--- config.mk ---
export PLATFORM = sky130hd
export DESIGN_NAME = dma_reg_file_ctl_flat
export DESIGN_NICKNAME = d
export VERILOG_FILES = /design/src/rtl/dma_reg_file_ctl_if.sv /design/src/rtl/dma_reg_file_ctl.sv /design/src/flat_wrapper.sv
export SDC_FILE = /design/constraint.sdc
export NUM_CORES = 2
export LEC_CHECK = 0
export BUFFER_PORTS_ARGS = -buffer_cell sky130_fd_sc_hd__buf_2
export CAP_MARGIN = 10
export CORE_MARGIN = 2
export CORE_UTILIZATION = 51
export CTS_BUF_LIST = sky130_fd_sc_hd__clkbuf_2 sky130_fd_sc_hd__clkbuf_4 sky130_fd_sc_hd__clkbuf_8
export CTS_CLUSTER_DIAMETER = 200
export DETAILED_ROUTE_END_ITERATION = 8
export HOLD_SLACK_MARGIN = 0.08
export PLACE_DENSITY = 0.69
export REMOVE_ABC_BUFFERS = 1
export SYNTH_ARGS = -nofsm -noshare
export SYNTH_HDL_FRONTEND = slang
export SYNTH_SLANG_ARGS = --single-unit
--- constraint.sdc ---
create_clock -name clk -period 7.4 [get_ports clk]
set_clock_uncertainty 0.05 [all_clocks]
set_input_delay 1.48 -clock clk [delete_from_list [all_inputs] [get_ports clk]]
set_output_delay 1.48 -clock clk [all_outputs]
set_load 0.01 [all_outputs]
--- src/rtl/dma_reg_file_ctl_if.sv ---
// Command and memory/IO bus channels between the DMA register file controller and its requester/arbiter.
// slave = register file controller side, master = decode stage plus bus arbiter side.
interface dma_reg_file_ctl_if #(
    parameter int DATA_W = 32,
    parameter int ADDR_W = 4
);
    logic              cmd_valid;
    logic              cmd_load;
    logic [ADDR_W-1:0] cmd_reg;
    logic              cmd_ready;
    logic              bus_wvalid;
    logic [DATA_W-1:0] bus_wdata;
    logic              bus_wready;
    logic              bus_rready;
    logic              bus_rvalid;
    logic [DATA_W-1:0] bus_rdata;
    logic              done;
    logic              timeout;

    modport slave (
        input  cmd_valid, cmd_load, cmd_reg, bus_wready, bus_rvalid, bus_rdata,
        output cmd_ready, bus_wvalid, bus_wdata, bus_rready, done, timeout
    );

    modport master (
        output cmd_valid, cmd_load, cmd_reg, bus_wready, bus_rvalid, bus_rdata,
        input  cmd_ready, bus_wvalid, bus_wdata, bus_rready, done, timeout
    );
endinterface

--- src/rtl/dma_reg_file_ctl.sv ---
// DMA register file: two async read ports, ALU write port, one-register-per-command load/store bus engine.
// Optional REGFILE_BYPASS_EN: reads and store capture see same-cycle write data.
module dma_reg_file_ctl #(
    parameter int DATA_W     = 32,
    parameter int ADDR_W     = 4,
    parameter int INIT_INDEX = 1,
    parameter int TIMEOUT    = 15
) (
    input  logic              clk,
    input  logic              rst,
    input  logic [ADDR_W-1:0] rd_addr_a,
    output logic [DATA_W-1:0] rd_data_a,
    input  logic [ADDR_W-1:0] rd_addr_b,
    output logic [DATA_W-1:0] rd_data_b,
    input  logic              alu_we,
    input  logic [ADDR_W-1:0] alu_waddr,
    input  logic [DATA_W-1:0] alu_wdata,
    dma_reg_file_ctl_if.slave bus,
    output logic              collide
);
    localparam int DEPTH = 2**ADDR_W;
    localparam int CNT_W = (TIMEOUT < 2) ? 1 : $clog2(TIMEOUT);

    typedef enum logic [1:0] {IDLE, ST_WAIT, LD_WAIT} state_t;

    state_t                        state_q, state_d;
    logic [DEPTH-1:0][DATA_W-1:0]  regs;
    logic [ADDR_W-1:0]             lat_q;
    logic [CNT_W-1:0]              cnt_q;
    logic                          accept, st_hs, ld_hs, expire, alu_hit;
    logic [DATA_W-1:0]             ld_data, cap_data;

    assign ld_data = bus.bus_rdata;
    assign alu_hit = alu_we && (alu_waddr == lat_q);

    function automatic logic [DATA_W-1:0] rd_path(input logic [ADDR_W-1:0] idx);
`ifdef REGFILE_BYPASS_EN
        if (ld_hs && idx == lat_q) return ld_data;
        if (alu_we && idx == alu_waddr) return alu_wdata;
`else
`endif
        return regs[idx];
    endfunction

    assign rd_data_a = rd_path(rd_addr_a);
    assign rd_data_b = rd_path(rd_addr_b);
    assign cap_data  = rd_path(bus.cmd_reg);

    always_ff @(posedge clk) begin
        if (rst) state_q <= IDLE;
        else     state_q <= state_d;
    end

    always_comb begin
        state_d        = state_q;
        accept         = 1'b0;
        st_hs          = 1'b0;
        ld_hs          = 1'b0;
        expire         = 1'b0;
        bus.cmd_ready  = 1'b0;
        bus.bus_wvalid = 1'b0;
        bus.bus_rready = 1'b0;
        case (state_q)
            IDLE: begin
                bus.cmd_ready = 1'b1;
                if (bus.cmd_valid) begin
                    accept  = 1'b1;
                    state_d = bus.cmd_load ? LD_WAIT : ST_WAIT;
                end
            end
            ST_WAIT: begin
                bus.bus_wvalid = 1'b1;
                st_hs          = bus.bus_wready;
            end
            LD_WAIT: begin
                bus.bus_rready = 1'b1;
                ld_hs          = bus.bus_rvalid;
            end
            default: state_d = IDLE;
        endcase
        // A handshake on the last allowed cycle beats the timeout.
        if (state_q == ST_WAIT || state_q == LD_WAIT) begin
            expire = !(st_hs || ld_hs) && (cnt_q == CNT_W'(TIMEOUT - 1));
            if (st_hs || ld_hs || expire) state_d = IDLE;
        end
    end

    always_ff @(posedge clk) begin
        if (rst) begin
            for (int k = 0; k < DEPTH; k++)
                regs[k] <= (INIT_INDEX != 0) ? DATA_W'(k) : '0;
            lat_q         <= '0;
            cnt_q         <= '0;
            bus.bus_wdata <= '0;
            bus.done      <= 1'b0;
            bus.timeout   <= 1'b0;
            collide       <= 1'b0;
        end else begin
            bus.done    <= st_hs || ld_hs;
            bus.timeout <= expire;
            collide     <= ld_hs && alu_hit;
            if (accept) begin
                lat_q <= bus.cmd_reg;
                cnt_q <= '0;
                if (!bus.cmd_load) bus.bus_wdata <= cap_data;
            end else if (state_q != IDLE && !st_hs && !ld_hs && !expire) begin
                cnt_q <= cnt_q + 1'b1;
            end
            // Bus load owns its register on the handshake edge; a same-index ALU write is dropped.
            if (alu_we && !(ld_hs && alu_hit)) regs[alu_waddr] <= alu_wdata;
            if (ld_hs) regs[lat_q] <= ld_data;
        end
    end
endmodule

--- src/flat_wrapper.sv ---
// flat-port wrapper written by rule: the top's interface ports become plain ports
module dma_reg_file_ctl_flat 
#(
    parameter int DATA_W     = 32,
    parameter int ADDR_W     = 4,
    parameter int INIT_INDEX = 1,
    parameter int TIMEOUT    = 15
)
  (clk, rst, rd_addr_a, rd_data_a, rd_addr_b, rd_data_b, alu_we, alu_waddr, alu_wdata, collide, bus_cmd_valid, bus_cmd_load, bus_cmd_reg, bus_bus_wready, bus_bus_rvalid, bus_bus_rdata, bus_cmd_ready, bus_bus_wvalid, bus_bus_wdata, bus_bus_rready, bus_done, bus_timeout);
  dma_reg_file_ctl_if #(.DATA_W(DATA_W), .ADDR_W(ADDR_W)) bus_i ();
  input  logic clk;
  input  logic rst;
  input  logic [ADDR_W-1:0] rd_addr_a;
  output logic [DATA_W-1:0] rd_data_a;
  input  logic [ADDR_W-1:0] rd_addr_b;
  output logic [DATA_W-1:0] rd_data_b;
  input  logic alu_we;
  input  logic [ADDR_W-1:0] alu_waddr;
  input  logic [DATA_W-1:0] alu_wdata;
  output logic collide;
  input wire logic [$bits(bus_i.cmd_valid)-1:0] bus_cmd_valid;
  input wire logic [$bits(bus_i.cmd_load)-1:0] bus_cmd_load;
  input wire logic [$bits(bus_i.cmd_reg)-1:0] bus_cmd_reg;
  input wire logic [$bits(bus_i.bus_wready)-1:0] bus_bus_wready;
  input wire logic [$bits(bus_i.bus_rvalid)-1:0] bus_bus_rvalid;
  input wire logic [$bits(bus_i.bus_rdata)-1:0] bus_bus_rdata;
  output wire logic [$bits(bus_i.cmd_ready)-1:0] bus_cmd_ready;
  output wire logic [$bits(bus_i.bus_wvalid)-1:0] bus_bus_wvalid;
  output wire logic [$bits(bus_i.bus_wdata)-1:0] bus_bus_wdata;
  output wire logic [$bits(bus_i.bus_rready)-1:0] bus_bus_rready;
  output wire logic [$bits(bus_i.done)-1:0] bus_done;
  output wire logic [$bits(bus_i.timeout)-1:0] bus_timeout;
  assign bus_i.cmd_valid = bus_cmd_valid;
  assign bus_i.cmd_load = bus_cmd_load;
  assign bus_i.cmd_reg = bus_cmd_reg;
  assign bus_i.bus_wready = bus_bus_wready;
  assign bus_i.bus_rvalid = bus_bus_rvalid;
  assign bus_i.bus_rdata = bus_bus_rdata;
  assign bus_cmd_ready = bus_i.cmd_ready;
  assign bus_bus_wvalid = bus_i.bus_wvalid;
  assign bus_bus_wdata = bus_i.bus_wdata;
  assign bus_bus_rready = bus_i.bus_rready;
  assign bus_done = bus_i.done;
  assign bus_timeout = bus_i.timeout;
  dma_reg_file_ctl #(.DATA_W(DATA_W), .ADDR_W(ADDR_W), .INIT_INDEX(INIT_INDEX), .TIMEOUT(TIMEOUT)) u_core (.clk(clk), .rst(rst), .rd_addr_a(rd_addr_a), .rd_data_a(rd_data_a), .rd_addr_b(rd_addr_b), .rd_data_b(rd_data_b), .alu_we(alu_we), .alu_waddr(alu_waddr), .alu_wdata(alu_wdata), .bus(bus_i), .collide(collide));
endmodule
; Word level (Yosys, flattened, before mapping)
; Index checks and enable logic that the tools add are counted.
[word_totals]
ramBits = 0
memories = 0
mem_bits_ro = 0
regBits = 557
word_cells = 86
in_bits = 87
latchBits = 0
[op_classes]
n_reduce_logical = 22
eq_ne = 4
n_div = 0
n_lt_le_gt_ge = 7
n_mux = 28
shifts = 0
bitwise_logic = 1
add_sub_neg = 1
mul = 0
[ops]
columns = cell, n
row1 = $mux 512, 3
row2 = $bwmux 512, 2
row3 = $bmux 32 s4, 3
row4 = $demux 32 s4, 2
row5 = $mux 32, 5
row6 = $lt 4x5->1 const B, 5
row7 = $logic_and 1x1->1, 9
row8 = $ge 4x1->1 const B, 2
row9 = $mux 1, 8
row10 = $mux 2, 4
row11 = $logic_not 1->1, 5
row12 = $add 4x1->4 const B, 1
row13 = $eq 4x4->1, 1
row14 = $eq 4x4->1 const B, 1
row15 = $pmux 2 s2, 1
row16 = $reduce_or 2->1, 2
row17 = $logic_or 1x1->1, 3
row18 = $eq 2x1->1 const B, 1
row19 = $eq 2x2->1 const B, 1
row20 = $logic_not 2->1, 1
row21 = $reduce_and 2->1, 1
row22 = $reduce_bool 2->1, 1
row23 = $not 1->1, 1

; Longest topological paths before layout
[logic_depth]
word_depth = 9
depth_mapped = 12
depth_no_buf = 7

; Worst setup path after synthesis
; No wires, ideal clock.
[synth_path]
path_type = input port to output port
startpoint = input port rd_addr_b[0]
endpoint = output port rd_data_b[11]
t_arrival_ns = 3.349
required_ns = 5.870
slack_ns = 2.521
stages = 4
path_cell_list = buf_2 > buf_1 > mux4_2 > mux4_2
[synth_between]
elab_chain_len = 2
[synth_rtl]
columns = item, line_no
row1 = "start, declared", flat_wrapper.sv:15  ; input logic [ADDR_W-1:0] rd_addr_b;
row2 = $bmux 32 s4, dma_reg_file_ctl.sv:42  ; return regs[idx];
row3 = $mux 32 (not written as such), dma_reg_file_ctl.sv:42
row4 = "end, declared", flat_wrapper.sv:16  ; output logic [DATA_W-1:0] rd_data_b;
; No other way between the ends. The select of a mux whose other input is x is not followed.

; Worst setup path after layout
[layout_path]
startpoint = input port rd_addr_b[0]
endpoint = output port rd_data_b[25]
; The elaborated chain is that of the path after synthesis.

==> impl_metrics.tcl <==
set metrics [dict create \
    r2r_start "u_core.state_q[0]$_SDFF_PP0_" \
    die_y_um 260.4 \
    worst_slack_ns 1.892 \
    ys.flop_type "dfxtp_1" \
    synth_edf_count 0 \
    hold_depth 2 \
    p_leak_uw 0.01166 \
    cts_tree "yes" \
    antenna_left 0 \
    worstHoldStart "u_core.bus.bus_wdata[7]$_SDFFE_PP0P_" \
    critPathSlowestCell "clkbuf_8" \
    fillCellCount 5369 \
    finalSetupViolations 0 \
    grt_max_degree 89 \
    rrSetupSlack_ns 3.88 \
    fin_cells 3705 \
    insertion_delay_ns 0.72 \
    post-route-period-util_pct 74.43 \
    synthCells 2771 \
    hp-class "register to register" \
    status "finished clean" \
    crit_chain "clkbuf_8 -> buf_4 -> mux4_2 -> mux4_2 -> buf_2" \
    endpoint_kind "primary output" \
    relSlewSlack_pct 23.43 \
    crit_arrival_ns 3.98 \
    grt_pass1_vias 29360 \
    place_congestion 0.8515 \
    async_flop_share_pct 0 \
    drv_cap 0 \
    port_buffers 188 \
    hpwlAfterDp_um 71800 \
    worst_pin_slew_ns 1.149 \
    dp.cells 3537 \
    ff2ff_path_depth 8 \
    holdBufCountCts 0 \
    rsz0062_at_grt "false" \
    die_w_um 260.4 \
    hold_end "u_core.bus.bus_wdata[7]$_SDFFE_PP0P_" \
    slew_violations 0 \
    antenna_found_initial 11 \
    period_minus_slack_ns 5.508 \
    wl_um 135000 \
    cts.clk_slew.worst_paths_ns 0.06 \
    crit_path_max_fanout 65 \
    required_ns 5.87 \
    yosysWarnings 0 \
    drt_iter0_markers 4899 \
    criticalPathCategory "input pin to primary output" \
    post_cts_buffers 0 \
    dr_total_vias 29160 \
    syn_avg_cell_area_um2 12.10 \
    core-area_um2 64700 \
    crit_start "rd_addr_b[0]" \
    vdd_ir_drop_max_mv 0.1720 \
    seq_area_um2 11150 \
    fin_util_pct 56.74 \
    cts_max_level 3 \
    gr-total-overflow 0 \
    die_area_um2 67800 \
    ioPinCount 189 \
    synth-seq-area-share_pct 33.26 \
    cts_max_path_buffers 3 \
    startpoint_type "input pin" \
    synth_area_um2 33520 \
    grt_use_total_pct 39.23 \
    drt-pass1-iter-count 8 \
    hold_viol_final 0 \
    route.detailed.drc 0 \
    synth_seq_cells 557 \
    layout_common_cells "dfxtp_1, mux2i_1, o22ai_1" \
    drive_gt1_share_pct 31.94 \
    post_synth_num_cell_types 41 \
    slowest_delay_ns 0.66 \
    viasPerCell 7.869 \
    power.density_cell_area_nw_per_um2 190.5 \
    tns_ns 0 \
    row_count 93 \
    cts_resized 0 \
    area.growth.synth_to_final_pct 9.503 \
    grt_pass1_wl_um 193700 \
    cts_root_buffer "clkbuf_8" \
    preCtsSetupSlack_ns 1.918 \
    multi_input_area_um2 20930 \
    wl_per_cell_um 36.44 \
    total_power_uw 6991 \
    reg2reg_to "u_core.regs[281]$_SDFF_PP0_" \
    cts_sinks 557 \
    layout_commonest_cell "dfxtp_1" \
    cpMostUsedCell "mux4_2" \
    numCtsBuffers 92 \
    fin_nets 2868 \
    initial_core_util_pct 51.81 \
    max_freq_mhz 181.6 \
]
[registers in the layout, summed over array words and instances, names as in the netlist]
signal	cells
u_core.state_q	2
u_core.cnt_q	4
u_core.bus.bus_wdata	32
u_core.regs	512
u_core.lat_q	4
u_core.bus.timeout	1
u_core.bus.done	1
u_core.collide	1
[worst max path at each step]
stage / end / cells past startpoint
after global routing: rd_data_b[16] / 5
after CTS: rd_data_b[25] / 5
after global placement: rd_data_b[9] / 5
after floorplan: u_core.regs[511]$_SDFF_PP0_ / 5
final: rd_data_b[25] / 5
after detailed placement: rd_data_b[25] / 5
[power by group]
part           leakage, uW  total (uW)  switching [uW]  internal (uW)
Sequential         0.00450        3110            58.6           3050
Clock              0.00104        2970            1350           1630
Combinational      0.00612         909             583            327
Total               0.0117        6990            1990           5000
[cell families after synthesis]
group | synth area share (%)
flops | 33.26
mux | 46.37
xor+xnor | 0.1829
fa+ha+maj | 0.1866
buf+inv | 4.718
compound gates | 12.28
simple gates | 3.001
[cells in the mapped netlist, types with 2 or more instances]
master       n  area (um2)
a211oi_1     5       37.54
a211oi_4     4       80.08
a21oi_1     29       145.1
a21oi_2      3       26.28
a21oi_4      4       65.06
a2bb2oi_1   32       280.3
a31oi_1     10       62.56
and2_1       5       31.28
and3_1       7       43.79
and3b_1      2       17.52
buf_1       32       120.1
buf_2       40       200.2
buf_4       36       270.3
buf_6        9       101.4
clkbuf_1   230       863.3
dfxtp_1    557       11150
ha_1         5       62.56
inv_1        3       11.26
mux2i_1    545        5455
mux4_2     448       10090
nand2_1    142       533.0
nand2b_1    18       112.6
nand3_1      9       45.04
nand3b_1     3       22.52
nand4_1      2       12.51
nor2_1      23       86.33
nor2b_1      6       37.54
nor3_1       2       10.01
nor3b_1      2       15.01
o211ai_1    31       232.7
o21ai_0     33       165.2
o22ai_1    480        3003
xnor2_1      2       17.52
xor2_1       5       43.79
[worst max-delay path: cells and delay by family]
family	cells	cell delay, ns
multiplexers	2	1.08
buffers and inverters	3	1.28
[stage by stage]
| step | instance area [um2] | hold slack (ns) |
|---|---|---|
| 2_1_floorplan | 31950 | 0.4234 |
| 6_report | 36710 | 0.4162 |
| 5_1_grt | 36700 | 0.4556 |
| 4_1_cts | 36690 | 0.4229 |
| 3_5_place_dp | 34730 | 0.4091 |
| 3_3_place_gp | 34730 | 0.4022 |
[layout make-up]
class	count	area share, %
antenna	7	0.04772
clock inverter	20	0.5181
clock buffer	141	4.827
tap	855	2.914
multi-input combinational	1863	57.00
sequential	557	30.38
inverter	3	0.03068
timing repair buffer	259	4.281
[layer usage]
metal	track usage (%)	share of wire, %	vias to the layer above
met5	0	0.046	-
met4	30.70	8.6	10
met3	13.38	15	819
met2	57.91	43	2813
met1	47.06	33	14260
li1	-	-	11250
No activity file was read; power rests on OpenSTA's default activity.
